===== src/rtl/pipe_stage_buf.sv =====
// Generic inter-stage pipeline buffer with a valid/ready handshake.
// SKID=1 gives a two-entry buffer whose in_ready_o comes straight from a
// flop; SKID=0 gives a single register with combinational in_ready_o.
// Flushed or empty entries hold NOP_VALUE. A saturating counter records
// cycles in which downstream was ready but nothing was presented.
//
//   state    | meaning
//   ---------+-----------------------------------------------------
//   ST_EMPTY | no payload held, out_valid_o=0
//   ST_ONE   | main entry M holds a payload, presented downstream
//   ST_FULL  | M and skid entry S both hold payloads (SKID=1 only)
module pipe_stage_buf #(
  parameter int unsigned      WIDTH     = 32,
  parameter bit               SKID      = 1'b1,
  parameter logic [WIDTH-1:0] NOP_VALUE = '0,
  parameter int unsigned      CNT_W     = 16
) (
  input  logic             clk,
  input  logic             rst,
  input  logic             flush_i,
  input  logic             in_valid_i,
  output logic             in_ready_o,
  input  logic [WIDTH-1:0] in_data_i,
  output logic             out_valid_o,
  input  logic             out_ready_i,
  output logic [WIDTH-1:0] out_data_o,
  output logic [1:0]       count_o,
  output logic [CNT_W-1:0] bubble_cnt_o
);

  // The state encoding doubles as the held-entry count.
  typedef enum logic [1:0] {
    ST_EMPTY = 2'd0,
    ST_ONE   = 2'd1,
    ST_FULL  = 2'd2
  } state_t;

  state_t           state_q, state_d;
  logic [WIDTH-1:0] m_q, m_d;
  logic [WIDTH-1:0] s_q, s_d;
  logic [CNT_W-1:0] bub_q;
  logic             m_v;
  logic             in_fire;
  logic             out_fire;

  assign m_v      = (state_q != ST_EMPTY);
  assign in_fire  = in_valid_i & in_ready_o;
  assign out_fire = m_v & out_ready_i;

  assign out_valid_o  = m_v;
  assign out_data_o   = m_v ? m_q : NOP_VALUE;
  assign count_o      = state_q;
  assign bubble_cnt_o = bub_q;

  generate
    if (SKID) begin : g_skid
      logic rdy_q;

      // Registered ready: low in reset, then tracks "skid entry free" for the next cycle.
      always_ff @(posedge clk or negedge rst) begin
        if (!rst) begin
          rdy_q <= 1'b0;
        end else begin
          rdy_q <= (state_d != ST_FULL);
        end
      end

      assign in_ready_o = rdy_q;
    end else begin : g_noskid
      logic alive_q;

      // Holds ready low until the first edge after reset release.
      always_ff @(posedge clk or negedge rst) begin
        if (!rst) begin
          alive_q <= 1'b0;
        end else begin
          alive_q <= 1'b1;
        end
      end

      assign in_ready_o = alive_q & (!m_v | out_ready_i);
    end
  endgenerate

  // State and storage registers.
  always_ff @(posedge clk or negedge rst) begin
    if (!rst) begin
      state_q <= ST_EMPTY;
      m_q     <= NOP_VALUE;
      s_q     <= NOP_VALUE;
    end else begin
      state_q <= state_d;
      m_q     <= m_d;
      s_q     <= s_d;
    end
  end

  // Next-state and storage update; flush overrides every transition.
  always_comb begin
    state_d = state_q;
    m_d     = m_q;
    s_d     = s_q;
    if (flush_i) begin
      state_d = ST_EMPTY;
      m_d     = NOP_VALUE;
      s_d     = NOP_VALUE;
    end else begin
      case (state_q)
        ST_EMPTY: begin
          if (in_fire) begin
            m_d     = in_data_i;
            state_d = ST_ONE;
          end
        end
        ST_ONE: begin
          if (in_fire && out_fire) begin
            m_d = in_data_i;
          end else if (in_fire) begin
            // Without a skid entry ready implies out_ready_i, so this arm is SKID-only.
            if (SKID) begin
              s_d     = in_data_i;
              state_d = ST_FULL;
            end
          end else if (out_fire) begin
            m_d     = NOP_VALUE;
            state_d = ST_EMPTY;
          end
        end
        ST_FULL: begin
          if (out_fire) begin
            m_d     = s_q;
            s_d     = NOP_VALUE;
            state_d = ST_ONE;
          end
        end
        default: begin
          state_d = ST_EMPTY;
          m_d     = NOP_VALUE;
          s_d     = NOP_VALUE;
        end
      endcase
    end
  end

  // Bubble counter: downstream ready with nothing presented; saturates, survives flush.
  always_ff @(posedge clk or negedge rst) begin
    if (!rst) begin
      bub_q <= '0;
    end else if (out_ready_i && !m_v && (bub_q != {CNT_W{1'b1}})) begin
      bub_q <= bub_q + CNT_W'(1);
    end
  end

endmodule

===== config.mk =====
export PLATFORM = sky130hd
export DESIGN_NAME = pipe_stage_buf
export DESIGN_NICKNAME = d
export VERILOG_FILES = /design/src/rtl/pipe_stage_buf.sv
export SDC_FILE = /design/constraint.sdc
export NUM_CORES = 1
export LEC_CHECK = 0
export ABC_AREA = 1
export BUFFER_PORTS_ARGS = -buffer_cell sky130_fd_sc_hd__buf_2
export CAP_MARGIN = 20
export CORE_AREA = 5 5 116 118
export CTS_CLUSTER_DIAMETER = 80
export DETAILED_ROUTE_END_ITERATION = 16
export DIE_AREA = 0 0 121 123
export GPL_TIMING_DRIVEN = 0
export SYNTH_ARGS = -nofsm -noshare
export SYNTH_HDL_FRONTEND = slang
export SYNTH_SLANG_ARGS = --single-unit

===== constraint.sdc =====
create_clock -name clk -period 2.6 [get_ports clk]
set_input_delay 0.13 -clock clk [delete_from_list [all_inputs] [get_ports clk]]
set_output_delay 0.13 -clock clk [all_outputs]
set_load 0.02 [all_outputs]

==> impl_metrics.toml, run 1 <==
[timing]
finalCritPeriodShare_pct = 85.1
setup_violations = 0
period_minus_slack_ps = 2210
final_hold_viol_count = 0
rsz0062_at_grt = "no"
drv_slew = 0
worstMarginPinSlew_ps = 583
fin_skew_ps = 4.94
finalSetupTns_ps = 0
fmax_mhz = 452
relSlewSlack_pct = 61.1

[die]
die_area_mm2 = 0.0149
rows = 41
coreArea_mm2 = 0.0124
dieHeight_um = 123
start_util_pct = 39.0
die_w_um = 121
ios = 89

[synthesis]
synth.area.top_cells = "dfrtp_1 (43%), nand2_1 (17%), nor2_1 (6.8%)"
synthTopCellsByCount = "nand2_1 (219), nor2_1 (87), dfrtp_1 (83), inv_1 (67), nand3_1 (57)"
postSynth.asyncResetShare_pct = 100
synth_top_flop_cell = "dfrtp_1"
ys_ff_latch = 83
yosys.area.top_type_share_pct = 43.0
syn_nets = 721
yosysMostFrequentCell = "nand2_1"
syn_inst = 683
ys_types = 25
ys_seq_area_share_pct = 43.0
yosys_warnings = 0
synth_area_leader_cell = "dfrtp_1"
syn-mean-instance-area_um2 = 7.06
synth-edff-count = 0
synthesis.area_mm2 = 0.00482

[layout]
diodes = 0
syn2layout_area_growth_pct = 20.8
multi_input_area_mm2 = 0.00227
drive_gt1_share_pct = 19.9
seq_area_mm2 = 0.00208
layout.nets = 822
n_fill_cell = 1308
final_area_mm2 = 0.00583

[hold_path]
hold_depth = 2
hold_start = "flush_i"
hold_path_class = "input port to flop"
min_to = "count_o[0]$_DFF_PN0_"

[global_routing]
grt_pass1_vias = 4395
grt_util_all_layers_pct = 19.7
grt_start_max_net_pins = 44
overflow = 0
antenna_found_initial = 0
grt_pass1_wl_um = 22900

[critical_path]
crit_path_end_kind = "primary output"
cp_cell_sequence = "buf_2 > nor2_1 > buf_2 > buf_2 > buf_2 > nor2_1 > buf_2"
worstSetupPathType = "flop to primary output"
worstPathRequired_ps = 2470
worstPathArrival_ps = 2080
path_max_fanout = 10
r2r_start = "bubble_cnt_o[0]$_DFFE_PN0P_"
crit_path_top_delay_cell = "dfrtp_1"
r2r_setup_slack_ps = 680
startpoint_type = "flop"
crit_family = "buffers and inverters"
cp.buffers_inverters = 5
max_stage_delay_ps = 370
cpMostUsedCell = "buf_2"
worstReg2RegEnd = "bubble_cnt_o[8]$_DFFE_PN0P_"
r2r_cells = 9

[route]
dr_total_vias = 4721
via_per_inst = 4.91
drt-pass1-iter-count = 5
first_iter_violations = 372
wl_per_cell_um = 14.8
ant_nets = 0
wl_um = 14200
drc = 0

[power_and_ir_drop]
vdd_drop_max_uv = 256
p_leak_nw = 3.06
p_per_area_mw_per_mm2 = 651
power_mw = 3.79

[clock_network]
htreeDepth = 3
clk_pin_slew_worst_paths_ps = 60
cts_repair_resize_count = 0
cts_buffers = 9
cts-root-buf = "clkbuf_16"
cts_sinks = 83
clock_latency_ps = 340
cts_tree = "built"
clockBufferDepth = 2

[run]
cap_violations = 0

[place]
place_area_mm2 = 0.00551
gp_routability_congestion = 0.905
portBuffers = 88
dp_hpwl_um = 10500

[run_status]
status = "finished, final reports clean"
report_power, final:
part	switching, mW	internal, mW
Sequential	0.126	1.43
Clock	0.515	0.825
Combinational	0.613	0.287
Total	1.25	2.54
worst max-delay path by stage:
stage / from / end / slack, ps / cells after the start
floorplan: bubble_cnt_o[0]$_DFFE_PN0P_ / bubble_cnt_o[3]$_DFFE_PN0P_ / 920 / 9
global placement: rst / s_q[20]$_DFFE_PN0P_ / 660 / 1
detailed placement: bubble_cnt_o[0]$_DFFE_PN0P_ / bubble_cnt_o[4]$_DFFE_PN0P_ / 730 / 9
CTS: count_o[0]$_DFF_PN0_ / out_data_o[15] / 360 / 7
global route: count_o[0]$_DFF_PN0_ / out_data_o[15] / 220 / 7
finish: count_o[0]$_DFF_PN0_ / out_data_o[15] / 390 / 7
cell usage in the layout (no fill, tap or decap), types with 2 or more instances in the layout:
master	count
nand2_1	219
buf_4	5
inv_2	3
nand2_2	4
a21oi_1	2
nand3_1	57
nor2_1	87
clkbuf_1	12
xor2_1	7
inv_1	67
o21ai_0	54
nor2_2	2
o21ai_1	4
dfrtp_1	83
clkbuf_16	9
buf_6	2
nand2_4	4
nand4_1	35
nand3_2	11
clkbuf_8	3
buf_2	109
nor3_1	2
per-layer routing:
layer	global-route usage [%]	vias to the layer above	wire length [um]	part of all wire, %
met4	6.73	0	294	2.1
li1	-	2378	-	-
met2	31.0	141	6460	46
met3	4.39	19	791	5.6
met5	0	-	0	0
met1	26.9	2183	6640	47
final cells by class:
class / instances / area share (%)
plain buffers: 38 / 3.63
clock buffers: 15 / 4.77
clock inverters: 1 / 0.515
inverters: 70 / 4.51
multi-input cells: 492 / 39.0
flip-flops and latches: 83 / 35.6
well taps: 172 / 3.69
repair buffers: 90 / 8.24
what timing repair did:
action,CTS,global route
hold endpoints to repair,40,0
hold buffers,1,0
setup buffers,0,0
state kept, by name (all words and copies together) (netlist names):
register,cells
m_q,32
s_q,32
bubble_cnt_o,16
count_o,2
in_ready_o,1
kinds of logic after synthesis:
family	Yosys count	synth area share, %
DFF	83	43.0
buffers and inverters	108	9.83
and+or+nand+nor	422	38.9
AOI/OAI and AO/OA	62	6.72
adders and majority gates	1	0.259
xor gates and xnor gates	7	1.27
stage by stage:
| stage | hold WS (ps) | worst slack (ps) | cells | utilization [%] |
|---|---|---|---|---|
| floorplan | -166 | 918 | 683 | - |
| global placement | 395 | 656 | 943 | 44.3 |
| detailed placement | 170 | 728 | 944 | 44.6 |
| CTS | 35.0 | 356 | 961 | 47.1 |
| global route | 46.1 | 223 | 961 | 47.1 |
| finish | 39.0 | 387 | 961 | 47.1 |
(Power assumes the default switching activity.)
==> run 2: changes to the inputs <==
Settings changed: ABC_AREA 1 to 0, CORE_AREA 5 5 116 118 to 5 5 106 108, DIE_AREA 0 0 121 123 to 0 0 111 113.
Clock period 2.6 ns to 2.2 ns, I/O delays scaled along.
==> run 2 against run 1 <==
Net effect: sequential power is 15% higher; critical endpoint is now out_data_o[27]; global-route usage is 3.1 points lower; largest cell class is now sequential cells; utilization rose by 2.0 points; via count decreased by 32%; critical path depth shrank 2; wire length decreased by 28%; worst hold slack worse by 24 ps; cell count shrank 37%; clock power decreased by 18%; power down 4.4%; first-iteration DRC count down 58%; critical path type unchanged; non-clock buffer count shrank 1.
==> impl_metrics.toml, run 2 <==
[synthesis]
ys_ff_latch = 83
synth-simple-area-share_pct = 15.9
synth_top_flop_cell = "dfrtp_1"
synth_top_family_by_area = "compound AO/OA/AOI/OAI gates"
synthTopCellsByCount = "dfrtp_1 (83), nor2b_1 (32), o2bb2ai_1 (32), nor2_1 (30), a22o_1 (26)"
ys_seq_area_share_pct = 52.0
yosys.area.top_type_share_pct = 52.0
synth_area_leader_cell = "dfrtp_1"
syn_inst = 355
syn-mean-instance-area_um2 = 11.2
synthMuxAreaShare_pct = 4.89
postSynth.asyncResetShare_pct = 100
syn_nets = 393
synthAdderAreaFrac_pct = 0.313
synth_xor_area_share_pct = 2.85
yosysMostFrequentCell = "dfrtp_1"
synthesis.area_mm2 = 0.00399
synth.area.top_cells = "dfrtp_1 (52%), o2bb2ai_1 (7.0%), a22o_1 (5.7%)"
ys_types = 45
synth-edff-count = 0
synth_compound_area_share_pct = 20.9
yosys_warnings = 0

[route]
drc = 0
first_iter_violations = 157
via_per_inst = 5.29
drt-pass1-iter-count = 4
wl_per_cell_um = 16.8
dr_total_vias = 3225
wl_um = 10200
ant_nets = 0

[hold_path]
hold_path_class = "input port to flop"
hold_depth = 2
min_to = "s_q[16]$_DFFE_PN0P_"
hold_start = "in_data_i[16]"

[timing]
setup_ws_ps = 187
finalSetupTns_ps = 0
final_hold_viol_count = 0
finalCritPeriodShare_pct = 91.5
rsz0062_at_grt = "no"
setup_violations = 0
fin_skew_ps = 5.53
relSlewSlack_pct = 59.5
period_minus_slack_ps = 2010
drv_slew = 0
fmax_mhz = 497
worstMarginPinSlew_ps = 605

[global_routing]
grt_pass1_wl_um = 17000
grt_start_max_net_pins = 49
overflow = 0
antenna_found_initial = 1
grt_pass1_vias = 3427
grt_util_all_layers_pct = 16.6

[die]
dieHeight_um = 113
start_util_pct = 39.4
ios = 89
die_area_mm2 = 0.0125
die_w_um = 111
coreArea_mm2 = 0.0101
rows = 37

[clock_network]
cts_buffers = 9
cts-root-buf = "clkbuf_8"
postCtsSetupBuffers = 0
cts_sinks = 83
clock_latency_ps = 350
clockBufferDepth = 2
cts_tree = "built"
clk_pin_slew_worst_paths_ps = 80
htreeDepth = 3

[layout]
layout.nets = 507
syn2layout_area_growth_pct = 24.7
postLayoutCoreUtil_pct = 49.1
n_fill_cell = 964
final_common_cell = "buf_2"
drive_gt1_share_pct = 27.8
diodes = 0
final_cell_mix = "buf_2 (95), dfrtp_1 (83), nor2b_1 (32), o2bb2ai_1 (32), nor2_1 (29)"

[critical_path]
crit_path_end_kind = "primary output"
startpoint_type = "flop"
worstReg2RegEnd = "bubble_cnt_o[1]$_DFFE_PN0P_"
worstPathRequired_ps = 2090
r2r_setup_slack_ps = 260
path_max_fanout = 10
r2r_cells = 4
worstPathArrival_ps = 1900
worstSetupPathType = "flop to primary output"
r2r_start = "bubble_cnt_o[0]$_DFFE_PN0P_"

[run]
cap_violations = 0

[run_status]
status = "finished, final reports clean"

[power_and_ir_drop]
p_leak_nw = 2.39
power_mw = 3.63
p_per_area_mw_per_mm2 = 728
vdd_drop_max_uv = 332

[place]
portBuffers = 88
dp_hpwl_um = 7230
pre_cts_ws_ps = 114
gp_routability_congestion = 0.747
## run 2: metrics by stage
step                      instances  instance area [um2]  hold slack (ps)
after global placement          579                 4600              348
final                           610                 4980             15.5
after detailed placement        580                 4630              114
after global routing            610                 4980             2.54
after floorplan                 355                 3990             -186
after CTS                       610                 4970            0.493
## run 2: how the worst max path moves through the flow
stage	endpoint	cells past startpoint	slack, ps	start
after global routing	out_data_o[24]	5	50	count_o[1]$_DFF_PN0_
after detailed placement	out_data_o[27]	5	110	count_o[1]$_DFF_PN0_
after floorplan	bubble_cnt_o[1]$_DFFE_PN0P_	4	310	bubble_cnt_o[0]$_DFFE_PN0P_
after global placement	out_data_o[24]	5	130	count_o[1]$_DFF_PN0_
after CTS	out_data_o[27]	5	50	count_o[1]$_DFF_PN0_
final	out_data_o[27]	5	190	count_o[1]$_DFF_PN0_
## run 2: repair_timing
action | CTS | global route
pin swaps | 0 | 0
hold buffers | 14 | 0
endpoints found under the hold margin | 48 | 0
resized for setup | 4 | 1
endpoints found under the setup margin | 30 | 13
## run 2: kinds of logic after synthesis
family | count (synthesis)
buffers and inverters | 26
adder cells (fa/ha/maj) | 1
XOR/XNOR | 13
AND/OR/NAND/NOR | 109
flip-flops | 83
multiplexers | 19
AO/OA/AOI/OAI | 104
## run 2: metal layers
layer | vias to the layer above | part of all wire, % | global-route usage (%)
li1 | 1529 | - | -
met1 | 1592 | 45 | 21.2
met4 | 2 | 0.68 | 3.20
met5 | - | 0.068 | 0
met2 | 94 | 49 | 28.4
met3 | 8 | 5.4 | 4.55
## run 2: layout make-up
cell class / count / area (um2) / area share [%]
Sequential cell: 83 / 2080 / 41.7
Multi-Input combinational cell: 246 / 1800 / 36.1
Timing Repair Buffer: 103 / 611 / 12.3
Tap cell: 136 / 170 / 3.42
Clock buffer: 12 / 145 / 2.92
Buffer: 24 / 119 / 2.39
Clock inverter: 4 / 50.0 / 1.01
Inverter: 2 / 7.51 / 0.151
## run 2: where the power goes
group / switching (mW) / internal, mW
registers: 0.129 / 1.65
clock network: 0.548 / 0.555
logic: 0.451 / 0.295
## run 2: worst max-delay path, stage by stage, from the launching register on
cell,delay [ps]
dfrtp_1,500
buf_2,330
nor2_4,110
clkbuf_2,220
nor2b_1,200
buf_2,190
